**src/rtl/j1_wb_pkg.sv**
```systemverilog
// Shared types and default constants for the J1-to-Wishbone sequencer.
package j1_wb_pkg;
  localparam int              AW_DEF       = 16;
  localparam int              DW_DEF       = 16;
  localparam logic [15:0]     ERR_DATA_DEF = 16'hFFFF;

  typedef enum logic [1:0] {IDLE, DATA, FETCH, DONE} seq_state_t;
endpackage

```
**src/rtl/wb_j1_watchdog.sv**
```systemverilog
// Counts wait cycles of an outstanding Wishbone transfer; flags expiry at TIMEOUT.
module wb_j1_watchdog #(
  parameter int TIMEOUT = 15
) (
  input  logic clk,
  input  logic reset,
  input  logic clear,
  input  logic run,
  output logic expired
);
  localparam int CW = (TIMEOUT > 0) ? $clog2(TIMEOUT + 1) : 1;
  localparam logic [CW-1:0] LIMIT = CW'(TIMEOUT);

  logic [CW-1:0] count;

  // NOTE: sequential state is updated with non-blocking assignments only, so
  // every flop samples pre-edge values regardless of block evaluation order.
  always_ff @(posedge clk) begin
    if (reset || clear)
      count <= '0;
    else if (run && count != LIMIT)
      count <= count + CW'(1);
  end

  // TIMEOUT of 0 keeps the counter at zero and never expires.
  assign expired = (TIMEOUT != 0) && run && (count == LIMIT);
endmodule

```
**src/rtl/wb_j1_sequencer.sv**
```systemverilog
// Serialises J1 data accesses and instruction fetches onto one Wishbone classic
// master port, stalling the core until the sequence completes.
module wb_j1_sequencer
  import j1_wb_pkg::*;
#(
  parameter int            AW       = AW_DEF,
  parameter int            DW       = DW_DEF,
  parameter int            TIMEOUT  = 15,
  parameter logic [DW-1:0] ERR_DATA = ERR_DATA_DEF
) (
  input  logic          clk,
  input  logic          reset,
  input  logic          ibus_re,
  input  logic [AW-1:0] ibus_adr,
  output logic [DW-1:0] ibus_dat,
  input  logic          dbus_re,
  input  logic          dbus_we,
  input  logic [AW-1:0] dbus_adr,
  input  logic [DW-1:0] dbus_dat_i,
  output logic [DW-1:0] dbus_dat_o,
  output logic          stall,
  output logic          bus_err,
  output logic          wb_cyc,
  output logic          wb_stb,
  output logic          wb_we,
  output logic [AW-1:0] wb_adr,
  output logic [DW-1:0] wb_dat_o,
  input  logic [DW-1:0] wb_dat_i,
  input  logic          wb_ack
);
  seq_state_t    state, state_next;
  logic          pend_f, pend_d, we_l;
  logic [AW-1:0] dadr_l, iadr_l;
  logic [DW-1:0] wdat_l;
  logic          expired, xfer, req, run;
  logic [DW-1:0] rdata;

  assign req   = ibus_re | dbus_re | dbus_we;
  assign run   = (state == DATA) || (state == FETCH);
  assign xfer  = wb_ack | expired;
  assign rdata = wb_ack ? wb_dat_i : ERR_DATA;

  wb_j1_watchdog #(.TIMEOUT(TIMEOUT)) u_watchdog (
    .clk     (clk),
    .reset   (reset),
    .clear   ((state_next != state) | wb_ack),
    .run     (run),
    .expired (expired)
  );

  // NOTE: every output of this block is given a default first; a path that
  // leaves one unassigned would infer a latch.
  always_comb begin
    state_next = state;
    stall      = reset;
    wb_cyc     = 1'b0;
    wb_stb     = 1'b0;
    wb_we      = 1'b0;
    wb_adr     = '0;
    wb_dat_o   = '0;
    case (state)
      IDLE: begin
        if (req) begin
          stall      = 1'b1;
          state_next = (dbus_re | dbus_we) ? DATA : FETCH;
        end
      end
      DATA: begin
        stall    = 1'b1;
        wb_cyc   = 1'b1;
        wb_stb   = 1'b1;
        wb_we    = we_l;
        wb_adr   = dadr_l;
        wb_dat_o = we_l ? wdat_l : '0;
        if (xfer) state_next = pend_f ? FETCH : DONE;
      end
      FETCH: begin
        stall  = 1'b1;
        wb_cyc = 1'b1;
        wb_stb = 1'b1;
        wb_adr = iadr_l;
        if (xfer) state_next = DONE;
      end
      DONE:    state_next = IDLE;
      default: state_next = IDLE;
    endcase
  end

  always_ff @(posedge clk) begin
    if (reset) begin
      state      <= IDLE;
      pend_f     <= 1'b0;
      pend_d     <= 1'b0;
      we_l       <= 1'b0;
      dadr_l     <= '0;
      iadr_l     <= '0;
      wdat_l     <= '0;
      ibus_dat   <= '0;
      dbus_dat_o <= '0;
      bus_err    <= 1'b0;
    end else begin
      state   <= state_next;
      bus_err <= 1'b0;
      case (state)
        IDLE: begin
          if (req) begin
            pend_f <= ibus_re;
            pend_d <= dbus_re | dbus_we;
            we_l   <= dbus_we;
            dadr_l <= dbus_adr;
            iadr_l <= ibus_adr;
            wdat_l <= dbus_dat_i;
          end
        end
        DATA: begin
          if (xfer) begin
            if (!we_l) dbus_dat_o <= rdata;
            bus_err <= ~wb_ack;
            pend_d  <= 1'b0;
          end
        end
        FETCH: begin
          if (xfer) begin
            ibus_dat <= rdata;
            bus_err  <= ~wb_ack;
            pend_f   <= 1'b0;
          end
        end
        default: ;
      endcase
    end
  end
endmodule
```
**config.mk**
```make
export PLATFORM = sky130hd
export DESIGN_NAME = wb_j1_sequencer
export DESIGN_NICKNAME = d
export VERILOG_FILES = /design/src/rtl/j1_wb_pkg.sv /design/src/rtl/wb_j1_watchdog.sv /design/src/rtl/wb_j1_sequencer.sv
export SDC_FILE = /design/constraint.sdc
export NUM_CORES = 1
export LEC_CHECK = 0
export CAP_MARGIN = 30
export CORE_MARGIN = 2
export CORE_UTILIZATION = 31
export DETAILED_ROUTE_END_ITERATION = 6
export PLACE_DENSITY = 0.68
export SETUP_SLACK_MARGIN = 0.5
export SYNTH_ARGS = -nofsm -noshare
export SYNTH_HDL_FRONTEND = slang
export SYNTH_SLANG_ARGS = --single-unit
```
**constraint.sdc**
```tcl
create_clock -name clk -period 2.6 [get_ports clk]
set_input_delay 0.52 -clock clk [delete_from_list [all_inputs] [get_ports clk]]
set_output_delay 0.52 -clock clk [all_outputs]
set_load 0.01 [all_outputs]
```
======== Word level (Yosys, flattened, before mapping) ========
Index checks and enable logic that the tools add are counted.
operators by class
  $add $sub $neg .......................... 1
  equal/unequal tests ..................... 8
  muxes and demuxes ....................... 17
  bitwise operators ....................... 9
  reduce and logical (&&, ||, !) cells .... 12
operators with widths
  cell                                                                    number
  16-bit two-way mux                                                      3
  16-bit one-hot mux with 2 select lines                                  1
  2-bit two-way mux                                                       4
  2-bit one-hot mux with 4 select lines                                   1
  1-bit two-way mux                                                       6
  3-bit AND reduction                                                     2
  1-bit bitwise OR                                                        5
  4-bit by 1-bit adder with 4-bit output (second input constant)          1
  2-bit equality test (second input constant)                             2
  4-bit equality test (second input constant)                             1
  2-bit inequality test (second input constant)                           2
  4-bit inequality test (second input constant)                           1
  1-bit NOT                                                               4
  1-bit one-hot mux with 2 select lines                                   2
  2-bit AND reduction                                                     2
  3-bit OR reduction                                                      1
  2-bit by 1-bit equality test with 1-bit output (second input constant)  1
  1-bit logical AND                                                       2
  2-bit zero test                                                         1
  1-bit logical OR                                                        2
  2-bit inequality test                                                   1
  2-bit nonzero test                                                      1
  2-bit OR reduction                                                      1
storage, ports and cells
  register bits after elaboration ......... 89
  input bits .............................. 70
  output and inout bits ................... 69

======== Logic depth before layout (Yosys ltp) ========
  depth in word-level cells ............... 9
  gate-level depth with buffers ........... 9
  mapped depth without buffers ............ 6

======== Modules after synthesis ========
From an unflattened synthesis, not the netlist that was laid out.
unflattened totals
  cells, all modules ...................... 464
  area total of the unflattened synthesis .. 3822.4 um2
modules (own cells, without submodules)
  module           times used  cells each  area an instance (um2)  sequential area each (um2)
  wb_j1_sequencer  1           441         3631.0                  1701.6
  wb_j1_watchdog   1           23          191.4                   80.1

======== Worst setup path before layout ========
No wires, ideal clock.
  path type ............................... register to output
  start ................................... register state[0]
  end ..................................... output wb_adr[0]
  arrival time ............................ 1.602 ns
  path slack .............................. 0.478 ns
  cell stages (with the launch flop) ...... 6
  cells stage by stage .................... dfxtp_1 -> inv_1 -> ha_1 -> clkbuf_1 -> clkbuf_1 -> nor2b_1
between the ends
  cells in the longest elaborated chain, start to end .. 2
  elaborated cells on any way between the ends .. 3
  those cells by class .................... eq/ne: 2; mux: 1
ends and longest elaborated chain
  item                                                                                          line                    RTL
  start, declared                                                                               wb_j1_sequencer.sv:31   seq_state_t state, state_next;
  start signal, assigned                                                                        wb_j1_sequencer.sv:102  state <= state_next;
  2-bit equality test / 2-bit by 1-bit equality test with 1-bit output (equally long branches)  wb_j1_sequencer.sv:61   case (state)
  16-bit one-hot mux with 2 select lines *                                                      wb_j1_sequencer.sv:61
  end, declared                                                                                 wb_j1_sequencer.sv:26   output logic [AW-1:0] wb_adr,
Mark *: on every way between the ends. The rest lies on a longest branch, timed or not.

======== Worst setup path after layout ========
  start ................................... register state[1]
  end ..................................... output wb_adr[9]
The elaborated chain is that of the path after synthesis.

==> flow_metrics.py <==
metrics = {
    "run_status": {
        "status": "finished, final reports clean",
    },
    "clock_tree": {
        "cts_buffers": 9,
        "clkLatencyLatePin_ns": 0.33,
        "hold_buffers": 0,
        "root_buffer": "clkbuf_16",
        "clk_pin_slew_worst_paths_ns": 0.06,
        "clockBufferDepth": 2,
        "ctsHtreeMaxLevel": 3,
        "clock-sinks": 89,
        "cts_tree": "yes",
    },
    "timing": {
        "finalSetupViolations": 0,
        "finalMaxSlewViolations": 0,
        "tightest_slew_ns": 0.989,
        "slew_headroom": 0.341,
        "period_share": 0.818,
        "setup_ws_ns": 0.472,
        "max_freq_mhz": 470,
        "skew_ns": 0.00780,
        "hold_violations": 0,
        "finalCriticalPeriod_ns": 2.13,
        "rsz0062_at_grt": "true",
        "setup-tns-final_ns": 0,
    },
    "floorplanning": {
        "initial_utilization": 0.320,
        "die_area_mm2": 0.0134,
        "die_x_um": 116,
        "dieHeight_um": 116,
        "core_area_mm2": 0.0121,
        "io_pins": 139,
        "rows": 40,
    },
    "yosys": {
        "synth_cells": 467,
        "ys_warn_count": 0,
        "ys_ff_latch": 89,
        "synthFlopType": "dfxtp_1",
        "synth-edff-count": 0,
        "synth_cell_types": 37,
        "synth_nets": 543,
        "yosysSeqAreaShare": 0.460,
        "syn_area_mm2": 0.00388,
        "synthArstFlopShare": 0,
        "syn_avg_cell_area_um2": 8.30,
    },
    "critical_path": {
        "r2r-end": "u_watchdog.count[0]",
        "rrSetupSlack_ns": 0.53,
        "crit_fanout": 5,
        "endpoint_kind": "output pin",
        "cp_slowest_stage_delay_ns": 0.37,
        "critical_path_class": "reg -> out",
        "crit_path_start_kind": "register",
        "worst-path-stages": 7,
        "critPathBufInv": 4,
        "crit_path_cell_trace": "inv_4 > ha_4 > clkbuf_16 > buf_4 > a22oi_2 > nor2b_1 > buf_2",
        "ff2ff_path_depth": 7,
        "critical-path-top-delay-family": "buffers and inverters",
        "crit_required_ns": 2.08,
        "r2r-start": "state[0]",
        "cp_data_arrival_time_ns": 1.61,
        "cpMaxStageDelayCell": "dfxtp_4",
    },
    "place": {
        "post-place-ws_ns": 0.0584,
        "dpl.hpwl_um": 7660,
        "gp_congestion": 0.768,
        "port_buffers": 138,
    },
    "detailed_routing": {
        "postRouteAntennaNets": 0,
        "dr.pass1.iters": 4,
        "via_count": 3882,
        "drc_errors": 0,
        "routedWlPerCell_um": 15.5,
        "totalWireLength_um": 12200,
        "drt-initial-drc-count": 221,
        "viasPerCell": 4.93,
    },
    "power_and_ir_drop": {
        "ir_worst_vdd_v": 0.000358,
        "power_density_mw_per_mm2": 887,
        "power_leakage_nw": 2.37,
    },
    "final_layout": {
        "areaGrowthSynthToFinish_pct": 57.8,
        "fin_nets": 689,
        "drive_gt1_frac": 0.220,
        "layout_commonest_cell": "nand2_1",
        "mostFrequentLayoutCells": "104 x nand2_1, 98 x clkdlybuf4s50_1, 86 x dfxtp_1",
    },
    "min_path": {
        "whs_path_depth": 2,
        "hold_path.class": "reg -> reg",
        "hp-start": "wdat_l[10]",
        "whs_endpoint": "wdat_l[10]",
    },
    "global_route": {
        "grt_usage": 0.169,
        "grt_max_degree": 86,
        "grt_pass1_wl_um": 18100,
        "grt_remaining_overflow": 0,
        "grt_pass1_vias": 3823,
        "antenna_found_initial": 1,
    },
    "job": {
        "cap_violations": 0,
    },
}
==> layer usage <==
layer	global-route usage	vias up	wire length, µm
met5	0	-	0
met2	0.290	145	5870
met3	0.0507	10	986
met1	0.203	1836	5220
li1	-	1891	-
met4	0.0524	0	121
==> metrics by stage <==
step / hold slack [ns] / instances / instance area (µm²) / util / total power [mW]
4_1_cts: 0.455 / 774 / 5970 / 0.493 / 5.27
6_report: 0.454 / 787 / 6120 / 0.505 / 5.43
3_3_place_gp: 0.439 / 753 / 5460 / 0.451 / 3.49
2_1_floorplan: 0.432 / 467 / 3880 / - / 2.83
5_1_grt: 0.471 / 786 / 6120 / 0.505 / 5.73
3_5_place_dp: 0.446 / 753 / 5460 / 0.451 / 3.55
==> worst min-delay path: cells and delay by family, from the launching register on <==
family,cells,cell delay (ns)
flops,1,0.30
simple gates,1,0.05
compound gates,1,0.05
==> kinds of logic after synthesis <==
logic type,count (synthesis),synth area share
and+or+nand+nor,205,0.243
AOI/OAI and AO/OA,118,0.212
DFF,89,0.460
buffers and inverters,44,0.0529
adders and majority gates,6,0.0194
muxes,3,0.00807
xor gates and xnor gates,2,0.00452
==> power breakdown <==
group          switching, mW  internal (mW)  total (mW)
combinational           1.10           1.03        2.13
clock                  0.533          0.969        1.50
sequential             0.172           1.62        1.79
==> cell type report <==
class | count | area [µm²]
Fill cell | 1186 | 5990
Timing Repair Buffer | 174 | 1690
Sequential cell | 89 | 1790
Antenna cell | 1 | 2.50
Clock inverter | 6 | 113
Tap cell | 168 | 210
Multi-Input combinational cell | 334 | 2050
Clock buffer | 10 | 239
Inverter | 5 | 26.3
==> cell usage after synthesis (5+ instances only) <==
cell / number / area [µm²]
nand2_1: 104 / 390
dfxtp_1: 89 / 1780
a21oi_1: 53 / 265
nor2_1: 36 / 135
nor2b_1: 33 / 206
clkbuf_1: 21 / 78.8
a211oi_1: 20 / 150
and3_1: 17 / 106
a22oi_1: 16 / 120
a211oi_2: 14 / 175
buf_1: 6 / 22.5
ha_1: 6 / 75.1
buf_2: 5 / 25.0
buf_4: 5 / 37.5
inv_1: 5 / 18.8
nor4_1: 5 / 31.3
o21ai_0: 5 / 25.0
==> how the worst max path moves through the flow <==
stage          startpoint    endpoint  slack [ns]
2_1_floorplan    state[0]   wb_adr[0]        0.53
3_3_place_gp      dbus_we       stall        0.06
3_5_place_dp      dbus_we       stall        0.06
4_1_cts          state[1]  wb_adr[14]        0.42
5_1_grt          state[0]   wb_adr[0]        0.42
6_report         state[1]   wb_adr[9]        0.47
==> registers in the layout (all words and copies together), names as in the netlist <==
register          cells
bus_err               1
dadr_l               16
dbus_dat_o           16
iadr_l               16
ibus_dat             16
pend_f                1
state                 2
u_watchdog.count      4
wdat_l               16
we_l                  1
==> what timing repair did <==
item,in CTS,in global routing
pin swaps,5,9
resized for setup,152,28
buffers inserted,3,6
endpoints found under the setup margin,74,50
gates cloned,2,6
Note: power is estimated with default switching activity, not from simulation.
